### config.mk
export PLATFORM = sky130hd
export DESIGN_NAME = alu_serial_exec
export DESIGN_NICKNAME = d
export VERILOG_FILES = /design/src/rtl/alu_serial_exec.sv
export SDC_FILE = /design/constraint.sdc
export NUM_CORES = 1
export LEC_CHECK = 0
export CORE_UTILIZATION = 40
export DETAILED_ROUTE_END_ITERATION = 8
export PLACE_DENSITY = 0.66
export REMOVE_ABC_BUFFERS = 1
export SLEW_MARGIN = 40
export SYNTH_ARGS = -nofsm -noshare
export SYNTH_HDL_FRONTEND = slang
export SYNTH_SLANG_ARGS = --single-unit
### constraint.sdc
create_clock -name clk -period 11 [get_ports clk]
set_input_delay 1.65 -clock clk [delete_from_list [all_inputs] [get_ports clk]]
set_output_delay 1.65 -clock clk [all_outputs]
set_load 0.03 [all_outputs]
### src/rtl/alu_serial_exec.sv
// Chunk-serial ALU: add/sub/and/or/slt, CHUNK bits per cycle, LSB first.
// Optional ovf output when ALU_SERIAL_OVF_FLAG_EN is defined.
module alu_serial_exec #(
  parameter int WIDTH = 32,
  parameter int CHUNK = 8
) (
  input  logic             clk,
  input  logic             rst_n,
  input  logic             in_valid,
  output logic             in_ready,
  input  logic [2:0]       alu_ctrl,
  input  logic [WIDTH-1:0] src_a,
  input  logic [WIDTH-1:0] src_b,
  output logic             out_valid,
  input  logic             out_ready,
  output logic [WIDTH-1:0] result,
  output logic             zero,
`ifdef ALU_SERIAL_OVF_FLAG_EN
  output logic             ovf,
`endif
  output logic             err
);

  localparam int N  = WIDTH / CHUNK;
  localparam int CW = (N > 1) ? $clog2(N) : 1;

  localparam logic [1:0] S_IDLE = 2'd0;
  localparam logic [1:0] S_BUSY = 2'd1;
  localparam logic [1:0] S_DONE = 2'd2;

  localparam logic [2:0] OP_SUB = 3'b001;
  localparam logic [2:0] OP_AND = 3'b010;
  localparam logic [2:0] OP_OR  = 3'b011;
  localparam logic [2:0] OP_SLT = 3'b101;

  logic [1:0]       state_q, state_d;
  logic [2:0]       ctrl_q, ctrl_d;
  logic [WIDTH-1:0] a_q, a_d;
  logic [WIDTH-1:0] b_q, b_d;
  logic [WIDTH-1:0] res_q, res_d;
  logic [CW-1:0]    cnt_q, cnt_d;
  logic             carry_q, carry_d;
  logic             zero_q, zero_d;
  logic             err_q, err_d;
`ifdef ALU_SERIAL_OVF_FLAG_EN
  logic             ovf_q, ovf_d;
`endif

  logic [CHUNK-1:0] a_c, b_c, b_x, r_c;
  logic [CHUNK:0]   sum_c;
  logic [WIDTH-1:0] res_new;
  logic             is_sub, cin, last, legal_in;
  logic             a_msb, b_msb, s_msb, ovf_c, lt;

  assign in_ready  = (state_q == S_IDLE);
  assign out_valid = (state_q == S_DONE);
  assign result    = res_q;
  assign zero      = zero_q;
  assign err       = err_q;
`ifdef ALU_SERIAL_OVF_FLAG_EN
  assign ovf       = ovf_q;
`endif

  assign legal_in = (alu_ctrl != 3'b100) &&
                    (alu_ctrl[2:1] != 2'b11);

  // Datapath for the chunk selected by the counter.
  always_comb begin
    a_c = '0;
    b_c = '0;
    for (int i = 0; i < N; i++) begin
      if (cnt_q == CW'(i)) begin
        a_c = a_q[i*CHUNK +: CHUNK];
        b_c = b_q[i*CHUNK +: CHUNK];
      end
    end
    is_sub = (ctrl_q == OP_SUB) || (ctrl_q == OP_SLT);
    b_x    = is_sub ? ~b_c : b_c;
    cin    = (cnt_q == '0) ? is_sub : carry_q;
    sum_c  = {1'b0, a_c} + {1'b0, b_x}
           + {{CHUNK{1'b0}}, cin};
    unique case (1'b1)
      (ctrl_q == OP_AND): r_c = a_c & b_c;
      (ctrl_q == OP_OR):  r_c = a_c | b_c;
      default:            r_c = sum_c[CHUNK-1:0];
    endcase
    res_new = res_q;
    for (int i = 0; i < N; i++) begin
      if (cnt_q == CW'(i)) res_new[i*CHUNK +: CHUNK] = r_c;
    end
    last  = (cnt_q == CW'(N-1));
    a_msb = a_q[WIDTH-1];
    b_msb = b_q[WIDTH-1];
    s_msb = sum_c[CHUNK-1];
    ovf_c = is_sub ? ((a_msb != b_msb) && (s_msb != a_msb))
                   : ((a_msb == b_msb) && (s_msb != a_msb));
    lt    = s_msb ^ ovf_c;
    if ((ctrl_q == OP_SLT) && last)
      res_new = {{(WIDTH-1){1'b0}}, lt};
  end

  // Next-state logic for the IDLE/BUSY/DONE sequencer.
  always_comb begin
    state_d = state_q;
    ctrl_d  = ctrl_q;
    a_d     = a_q;
    b_d     = b_q;
    res_d   = res_q;
    cnt_d   = cnt_q;
    carry_d = carry_q;
    zero_d  = zero_q;
    err_d   = err_q;
`ifdef ALU_SERIAL_OVF_FLAG_EN
    ovf_d   = ovf_q;
`endif
    unique case (state_q)
      S_IDLE: begin
        if (in_valid) begin
          ctrl_d  = alu_ctrl;
          a_d     = src_a;
          b_d     = src_b;
          cnt_d   = '0;
          carry_d = 1'b0;
          res_d   = '0;
          err_d   = !legal_in;
          zero_d  = !legal_in;
`ifdef ALU_SERIAL_OVF_FLAG_EN
          ovf_d   = 1'b0;
`endif
          state_d = legal_in ? S_BUSY : S_DONE;
        end
      end
      S_BUSY: begin
        res_d   = res_new;
        carry_d = sum_c[CHUNK];
        cnt_d   = cnt_q + CW'(1);
        if (last) begin
          cnt_d   = '0;
          zero_d  = (res_new == '0);
`ifdef ALU_SERIAL_OVF_FLAG_EN
          ovf_d   = (ctrl_q[2:1] == 2'b00) && ovf_c;
`endif
          state_d = S_DONE;
        end
      end
      S_DONE: begin
        if (out_ready) state_d = S_IDLE;
      end
      default: state_d = S_IDLE;
    endcase
  end

  // State registers; reset discards any partial result.
  always_ff @(posedge clk or negedge rst_n) begin
    if (!rst_n) begin
      state_q <= S_IDLE;
      ctrl_q  <= '0;
      a_q     <= '0;
      b_q     <= '0;
      res_q   <= '0;
      cnt_q   <= '0;
      carry_q <= 1'b0;
      zero_q  <= 1'b0;
      err_q   <= 1'b0;
`ifdef ALU_SERIAL_OVF_FLAG_EN
      ovf_q   <= 1'b0;
`endif
    end else begin
      state_q <= state_d;
      ctrl_q  <= ctrl_d;
      a_q     <= a_d;
      b_q     <= b_d;
      res_q   <= res_d;
      cnt_q   <= cnt_d;
      carry_q <= carry_d;
      zero_q  <= zero_d;
      err_q   <= err_d;
`ifdef ALU_SERIAL_OVF_FLAG_EN
      ovf_q   <= ovf_d;
`endif
    end
  end

endmodule

* After elaboration in Yosys (flattened, before gate mapping) *
Index checks and enable logic that the tools add are counted.

word-level totals
  logic and storage cells = 79
  input bits = 71
  flip-flop bits (word level) = 106
  output and inout port bits = 36

cells by class
  reduce and logical (&&, ||, !) cells = 14
  multiplexer cells = 32
  add/sub/neg operators = 3
  bitwise operators = 4
  equality and inequality tests = 17

operator list
  operator                                        count
  two-way mux 8 bit                               13
  two-way mux 32 bit                              2
  one-hot mux 32 bit (2 select lines)             1
  logical NOT 32 bit                              1
  one-hot mux 8 bit (2 select lines)              1
  two-way mux 2 bit                               6
  adder 8 x 8 -> 9 bit                            1
  adder 9 x 1 -> 9 bit                            1
  bitwise AND 8 bit                               1
  NOT 8 bit                                       1
  OR 8 bit                                        1
  == test 2 bit (second input constant)           3
  == test 3 x 2 -> 1 bit (second input constant)  2
  inequality test 2 bit (second input constant)   3
  one-hot mux 2 bit (3 select lines)              1
  AND reduction 3 bit                             2
  two-way mux 1 bit                               5
  == test 2 x 1 -> 1 bit (second input constant)  2
  logical AND 1 bit                               4
  logical NOT 2 bit                               2
  one-hot mux 1 bit (2 select lines)              2
  one-hot mux 2 bit (2 select lines)              1
  AND reduction 2 bit                             2
  == test 3 x 1 -> 1 bit (second input constant)  1
  10 further kinds                                11

* Depth between registers and ports, before layout *
Gate-level depths: netlist of run 1.

  word-level depth = 17
  mapped depth = 20
  depth with buffers taken out = 18

* Worst setup path after synthesis of run 1 *
OpenSTA, ideal clock, no wires.

  path type = reg-to-reg
  start = reg cnt_q[0]
  end = reg zero_q, in the netlist zero
  path buffers = 2
  cell stages (with the launch flop) = 21
  setup slack = 7.363 ns
  period minus slack after synthesis = 3.637 ns
  arrival time = 3.556 ns
  library setup time = 0.080 ns
  required time = 10.920 ns
  path through = dfrtp_1 > inv_1 > ha_1 > buf_2 > nor2b_4 > buf_6 > a22oi_1 > a21oi_1 > xnor2_1 > fa_1 > inv_1 > fa_1 > nor2b_1 > o31a_1 > o22a_1 > xor2_1 > a21oi_1 > a21oi_1 > nor4_1 > nand4b_1 > o211ai_2

on the way
  word-level cells in the longest chain between the ends = 17
  elaborated cells on any way between the ends = 36
  those cells by class = add/sub: 2; eq/ne: 5; mux: 19; bitwise: 4; reduce/logical: 6

RTL lines
  element                                      line        RTL
  start, declared                              41          logic [CW-1:0] cnt_q, cnt_d;
  start signal, assigned                       174         cnt_q <= cnt_d;
  logical NOT 2 bit                            72, 79, 89
  two-way mux 8 bit (4 in a row)               72          if (cnt_q == CW'(i)) begin
  NOT 8 bit                                    78          b_x = is_sub ? ~b_c : b_c;
  two-way mux 8 bit                            78
  adder 8 x 8 -> 9 bit                         80          sum_c = {1'b0, a_c} + {1'b0, b_x}
  adder 9 x 1 -> 9 bit                         81          + {{CHUNK{1'b0}}, cin};
  inequality test 1 bit                        95, 96
  logical AND 1 bit, on equally long branches  96, 95
  two-way mux 1 bit                            95          ovf_c = is_sub ? ((a_msb != b_msb) && (s_msb != a_msb))
  bitwise XOR 1 bit                            97          lt = s_msb ^ ovf_c;
  two-way mux 32 bit                           98          if ((ctrl_q == OP_SLT) && last)
  logical NOT 32 bit                           139         zero_d = (res_new == '0);
  two-way mux 1 bit                            137         if (last) begin
  one-hot mux 1 bit (2 select lines)           116         unique case (state_q)
  end signal, assigned                         176         zero_q <= zero_d;
  end, declared                                43          logic zero_q, zero_d;

Several ways; a longest one is shown, not always the timed one. The select of a mux whose other input is x is not followed.
A chain may end at the register's enable or synchronous reset.

* Final worst setup path of run 1 *
Same ends and word-level chain as after synthesis.

==> metrics.md, run 1 <==
| Metric | Value |
|---|---|
| Outcome | `finished clean` |
| Layout cells sized above 1 | `0.1824` |
| Worst-margin pin slew | `0.8072 ns` |
| EDFF count, synth | `0` |
| Worst slew margin | `0.4582` |
| Routability cong. | `0.8977` |
| Largest net degree at the start of global routing | `71` |
| Vias in the first global route | `4,404` |
| Slew Limit Fails | `0` |
| Final nets | `671` |
| First-pass GRT wire length | `22.69 mm` |
| Worst hold start | `a_q[16]` |
| Area Overhead vs Synth | `26.03%` |
| Wire length on met3 | `776 um` |
| GRT Total Usage | `0.2025` |
| 1st-iter DRT viols | `318` |
| Critical Path Fanout Max | `19` |
| CTS tree | `built` |
| Post-CTS setup buffers | `0` |
| Fillers | `1,212` |
| TritonCTS Sinks | `106` |
| Async SR Flop Fraction | `1.000` |
| Crit Path Class | `reg2reg` |
| Synth unique cells | `63` |
| Core box area | `13,450 um2` |
| Highest clock rate | `212.3 MHz` |
| Initial Util | `0.4152` |
| TNS Setup | `0 ns` |
| Post-route cell area | `7039 um2` |
| Row cnt | `42` |
| Fin cells | `768` |
| Syn Inst Count | `497` |
| Seq/Total Area, Yosys | `0.4749` |
| RSZ-0062 raised after global routing | `false` |
| Crit share post-route | `0.4281` |
| Antenna-violating nets left | `0` |
| Port buffer count | `106` |
| Max cap viols | `0` |
| First-pass iteration count of the detailed router | `5` |
| RR Startpoint | `cnt_q[0]` |
| Minimum clock period | `4.709 ns` |
| Ant diodes | `0` |
| Critical path launch point | `cnt_q[0]` |
| Wire length per cell | `17.81 um` |
| Ys flop type | `dfrtp_1` |
| Overflow after GRT | `0` |
| Post-placement cell area | `6750 um2` |
| Nature of the critical path endpoint | `flip-flop` |
| CTS Buf Count | `9` |
| Post_cts resized | `0` |
| Die area | `14,440 um2` |
| Post-Place Cells | `752` |
| Fin. Hold Viols | `0` |
| I/O pin cnt | `107` |
| Metal2 WL | `6.190 mm` |
| Overall routed net length | `13.68 mm` |
| Hold-fix buffers at CTS | `0` |
| Syn avg cell area | `11.24 um2` |
| Cell Area, Synth | `5585 um2` |
| Dpl hpwl | `10.01 mm` |
| DRC Markers | `0` |
| Crit path DAT | `4.99 ns` |
| Setup violations, final | `0` |
| Clk slew on worst S/H paths | `0.07 ns` |
| CTS Buffer Depth | `2` |
| H-tree depth | `3` |
| Crit path largest cell delay | `0.66 ns` |
| Vias | `4,377` |
| DIE HEIGHT | `120.2 um` |
| Synth Register Bits | `106` |
| Initial antenna violation count | `0` |
| Worst path slowest cell | `ha_1` |
| Worst path required time | `11.28 ns` |
| Top layer in use | `met4` |
| Routed length on met1 | `6.420 mm` |
| Via-to-Cell Ratio | `5.699` |
| Cell family with most CP delay | `compound AO/OA/AOI/OAI gates` |
| Clock root buffer | `clkbuf_16` |
| CP startpoint kind | `flip-flop` |
| Critical path buffers and inverters | `2` |
| Syn. warnings | `0` |
| Worst Hold Class | `reg2reg` |
| Clock Skew | `0.005771 ns` |
| CP most frequent cell | `a21oi_1` |
| Crit path cell chain | `inv_1 > ha_1 > nor2b_4 > a22oi_1 > a21oi_1 > xnor2_1 > fa_1 > inv_1 > fa_1 > nor2b_1 > o31a_1 > o22a_1 > xor2_1 > a21oi_1 > a21oi_1 > nor4_1 > nand4b_1 > o211ai_2` |
| WHS | `0.5090 ns` |
| Die width | `120.2 um` |
| Clk Latency, worst-skew pair | `0.36 ns` |
==> Yosys cell counts, drive strengths merged (3+ instances only) <==
library cell  number  area, um2
dfrtp            106       2653
mux2              68      765.7
nor2              32      122.6
a22o              30      262.8
o21ai             21      105.1
clkbuf            20      75.07
nand2             20      75.07
a21oi             16      80.08
inv               13      48.79
xnor2             13      113.9
buf               12      77.57
nand3             12      60.06
nor2b             12      82.58
o22ai             12      75.07
a221oi            11      138.9
ha                11      137.6
o31ai              8      60.06
nand2b             7      43.79
a31oi              6      37.54
maj3               6      65.06
or2                6      37.54
nor3               5      25.02
nor4               4      31.28
a211oi             3      22.52
a221o              3      30.03
a22oi              3      22.52
nand3b             3      22.52
nor3b              3      22.52
o211ai             3      27.52
==> per-stage QoR <==
stage / util / worst slack (ns)
after floorplan: - / 6.908
after global placement: 0.5018 / 6.563
after detailed placement: 0.5018 / 6.313
after CTS: 0.5227 / 6.263
after global routing: 0.5233 / 5.956
final: 0.5233 / 6.291
==> placed cells by master (no fill, tap or decap), types with 4 or more instances in the layout <==
cell type,synthesis,routed
o21ai_1,5,6
clkbuf_16,0,9
o31ai_1,8,8
maj3_2,4,4
a21oi_1,16,16
clkbuf_1,20,5
buf_4,0,4
a22o_1,30,30
nand2b_1,7,7
ha_1,11,11
nand2_1,20,20
inv_1,12,12
mux2_2,68,68
o22ai_1,12,12
xnor2_1,13,13
o21ai_0,16,15
nor2b_1,11,11
a221oi_1,6,6
a221oi_2,4,4
nor2_1,31,31
a31oi_1,6,6
dfrtp_1,106,106
clkdlybuf4s50_1,0,105
nand3_1,12,12
nor3_1,5,5
or2_2,5,5
==> per-layer routing <==
metal | up-vias | GRT usage
li1 | 2034 | -
met1 | 2165 | 0.2821
met2 | 154 | 0.3100
met3 | 24 | 0.04563
met4 | 0 | 0.06719
met5 | - | 0
==> logic make-up after synthesis <==
family                     count (synthesis)  share of synthesized area
AOI/OAI and AO/OA                        137                     0.1873
xor gates and xnor gates                  14                    0.02195
adders and majority gates                 19                    0.04346
buffers and inverters                     45                    0.03606
DFF                                      106                     0.4749
muxes                                     69                     0.1389
and+or+nand+nor                          107                    0.09745
==> area by class of cell <==
cell class,instances,area [um2],area share
flip-flops and latches,106,2653,0.3768
clock inverters,2,37.54,0.005332
multi-input cells,346,2733,0.3882
inverters,13,48.80,0.006932
clock buffers,14,244.0,0.03466
well taps,176,220.2,0.03128
repair buffers,111,1104,0.1568
==> final timing paths <==
path	to	slack [ns]	depth (start not counted)
setup / recovery	zero	6.29	18
max in group asynchronous	b_q[18]	8.76	2
hold / removal	a_q[16]	0.51	1
setup reg to reg	zero	6.29	18
min in group asynchronous	result[23]	1.29	1
hold reg to reg	a_q[16]	0.51	1
==> flip-flops by register name, indices dropped and copies added, names as in the netlist <==
signal,count
state_q,2
result,32
zero,1
ctrl_q,3
cnt_q,2
a_q,32
carry_q,1
b_q,32
err,1
Power of run 1 is left out: the tool's default activity adds up to more than one toggle a clock period on the data nets, which glitch-free logic cannot reach.
==> inputs of run 2 (changes only) <==
- PLACE_DENSITY: 0.66 -> 0.69
- clock period: 11 -> 3.9 ns (I/O delays scaled with it)
==> run 2 against run 1 <==
Net effect:
- first-iteration DRC count is 30% lower
- routed wire length grew 3.9%
- die area did not move
- critical path type unchanged
- non-clock buffer count grew 17
- fmax grew 26%
- sequential cell count unchanged
==> metrics.md, run 2 (synthesis results as in run 1) <==
| Metric | Value |
|---|---|
| Outcome | `finished clean` |
| Vias in the first global route | `4,450` |
| Overflow after GRT | `0` |
| Worst-margin pin slew | `0.7749 ns` |
| Port buffer count | `106` |
| Fin. Hold Viols | `0` |
| TritonCTS Sinks | `106` |
| Area Overhead vs Synth | `30.42%` |
| Die area | `14,440 um2` |
| H-tree depth | `3` |
| Vias | `4,474` |
| TNS Setup | `0 ns` |
| Slew Limit Fails | `0` |
| CTS Buffer Depth | `2` |
| Worst path required time | `4.18 ns` |
| I/O pin cnt | `107` |
| First-pass iteration count of the detailed router | `5` |
| R2r worst-path depth | `17` |
| Fillers | `1,240` |
| 1st-iter DRT viols | `224` |
| Max cap viols | `0` |
| Nature of the critical path endpoint | `flip-flop` |
| Crit share post-route | `0.9551` |
| DRC Markers | `0` |
| Setup violations, final | `0` |
| CTS Buf Count | `9` |
| Clock Skew | `0.009653 ns` |
| Die width | `120.2 um` |
| Layout cells sized above 1 | `0.2434` |
| Most common cell after layout, fill and taps aside | `dfrtp_1` |
| Initial Util | `0.4152` |
| Highest clock rate | `268.5 MHz` |
| GRT Total Usage | `0.2037` |
| Most frequent cells in the layout | `dfrtp_1 (106), clkdlybuf4s50_1 (105), mux2_2 (68), a22o_1 (30), nor2_1 (28)` |
| Core box area | `13,450 um2` |
| Crit path DAT | `4.00 ns` |
| Antenna-violating nets left | `0` |
| Crit Path Class | `reg2reg` |
| DIE HEIGHT | `120.2 um` |
| Critical Path Fanout Max | `11` |
| Initial antenna violation count | `0` |
| Minimum clock period | `3.725 ns` |
| Clk Latency, worst-skew pair | `0.36 ns` |
| Dpl hpwl | `10.73 mm` |
| Final nets | `688` |
| First-pass GRT wire length | `22.65 mm` |
| RSZ-0062 raised after global routing | `false` |
| Hold-fix buffers at CTS | `0` |
| Worst Hold Class | `in2async` |
| CTS tree | `built` |
| Worst slew margin | `0.4834` |
| Overall routed net length | `14.21 mm` |
| CP startpoint kind | `flip-flop` |
| Wire length per cell | `18.12 um` |
| Clk slew on worst S/H paths | `0.07 ns` |
| Via-to-Cell Ratio | `5.707` |
| Routability cong. | `0.9576` |
| Row cnt | `42` |
| Ant diodes | `0` |
| Clock root buffer | `clkbuf_16` |
| Largest net degree at the start of global routing | `71` |
run 2: changes by cell type in the layout (fill, tap and decap cells not counted), sizes merged:
cell,delta
buf,+17
clkbuf,-3
clkinv,+3
clkinvlp,-1
run 2: final timing paths:
check / to / slack [ns] / from
setup / recovery: zero / 0.18 / cnt_q[0]
hold / removal: result[22] / 0.19 / rst_n
setup reg to reg: zero / 0.18 / cnt_q[0]
hold reg to reg: b_q[18] / 0.51 / b_q[18]
max in group asynchronous: a_q[24] / 2.95 / rst_n
min in group clk: b_q[18] / 0.51 / b_q[18]
run 2: layout make-up:
cell class | count | area [um2] | share of cell area
Multi-Input combinational cell | 346 | 2829 | 0.3884
Inverter | 13 | 48.80 | 0.006699
Timing Repair Buffer | 128 | 1239 | 0.1700
Tap cell | 176 | 220.2 | 0.03023
Clock buffer | 11 | 242.7 | 0.03332
Clock inverter | 4 | 52.55 | 0.007214
Sequential cell | 106 | 2653 | 0.3641
run 2: per-stage QoR:
step	cell area (um2)	hold WS [ns]	util	cells	setup WS (ns)
floorplan	5433	0.2894	-	465	-0.1916
global placement	6855	0.4916	0.5096	766	0.2814
detailed placement	6855	0.4981	0.5096	766	0.1147
CTS	7151	0.3319	0.5315	781	0.08230
global route	7284	0.2359	0.5415	784	0.01169
finish	7284	0.1944	0.5415	784	0.1753
run 2: routing by layer:
layer / vias up / global-route usage / wire (um)
li1: 2061 / - / -
met5: - / 0 / 0
met2: 160 / 0.3423 / 6799
met3: 33 / 0.04800 / 774
met4: 0 / 0.07578 / 402
met1: 2220 / 0.2531 / 6233
run 2: timing repair:
| action | in CTS | in global routing |
|---|---|---|
| buffers inserted | 0 | 3 |
| gates resized for setup | 0 | 23 |
| setup endpoints to repair | 0 | 8 |
run 2: worst max-delay path, stage by stage (launching register included):
cell,delay (ns)
dfrtp_1,0.38
buf_4,0.15
ha_2,0.23
or2_4,0.27
buf_6,0.16
a221oi_4,0.19
nor2_2,0.08
xnor2_1,0.13
ha_1,0.33
nor2b_2,0.18
o31a_1,0.26
o22a_1,0.21
xor2_1,0.17
a21oi_2,0.16
a21oi_1,0.11
nor4_2,0.32
nand4b_1,0.15
o211ai_2,0.18
Power of run 2 is left out for the same reason.
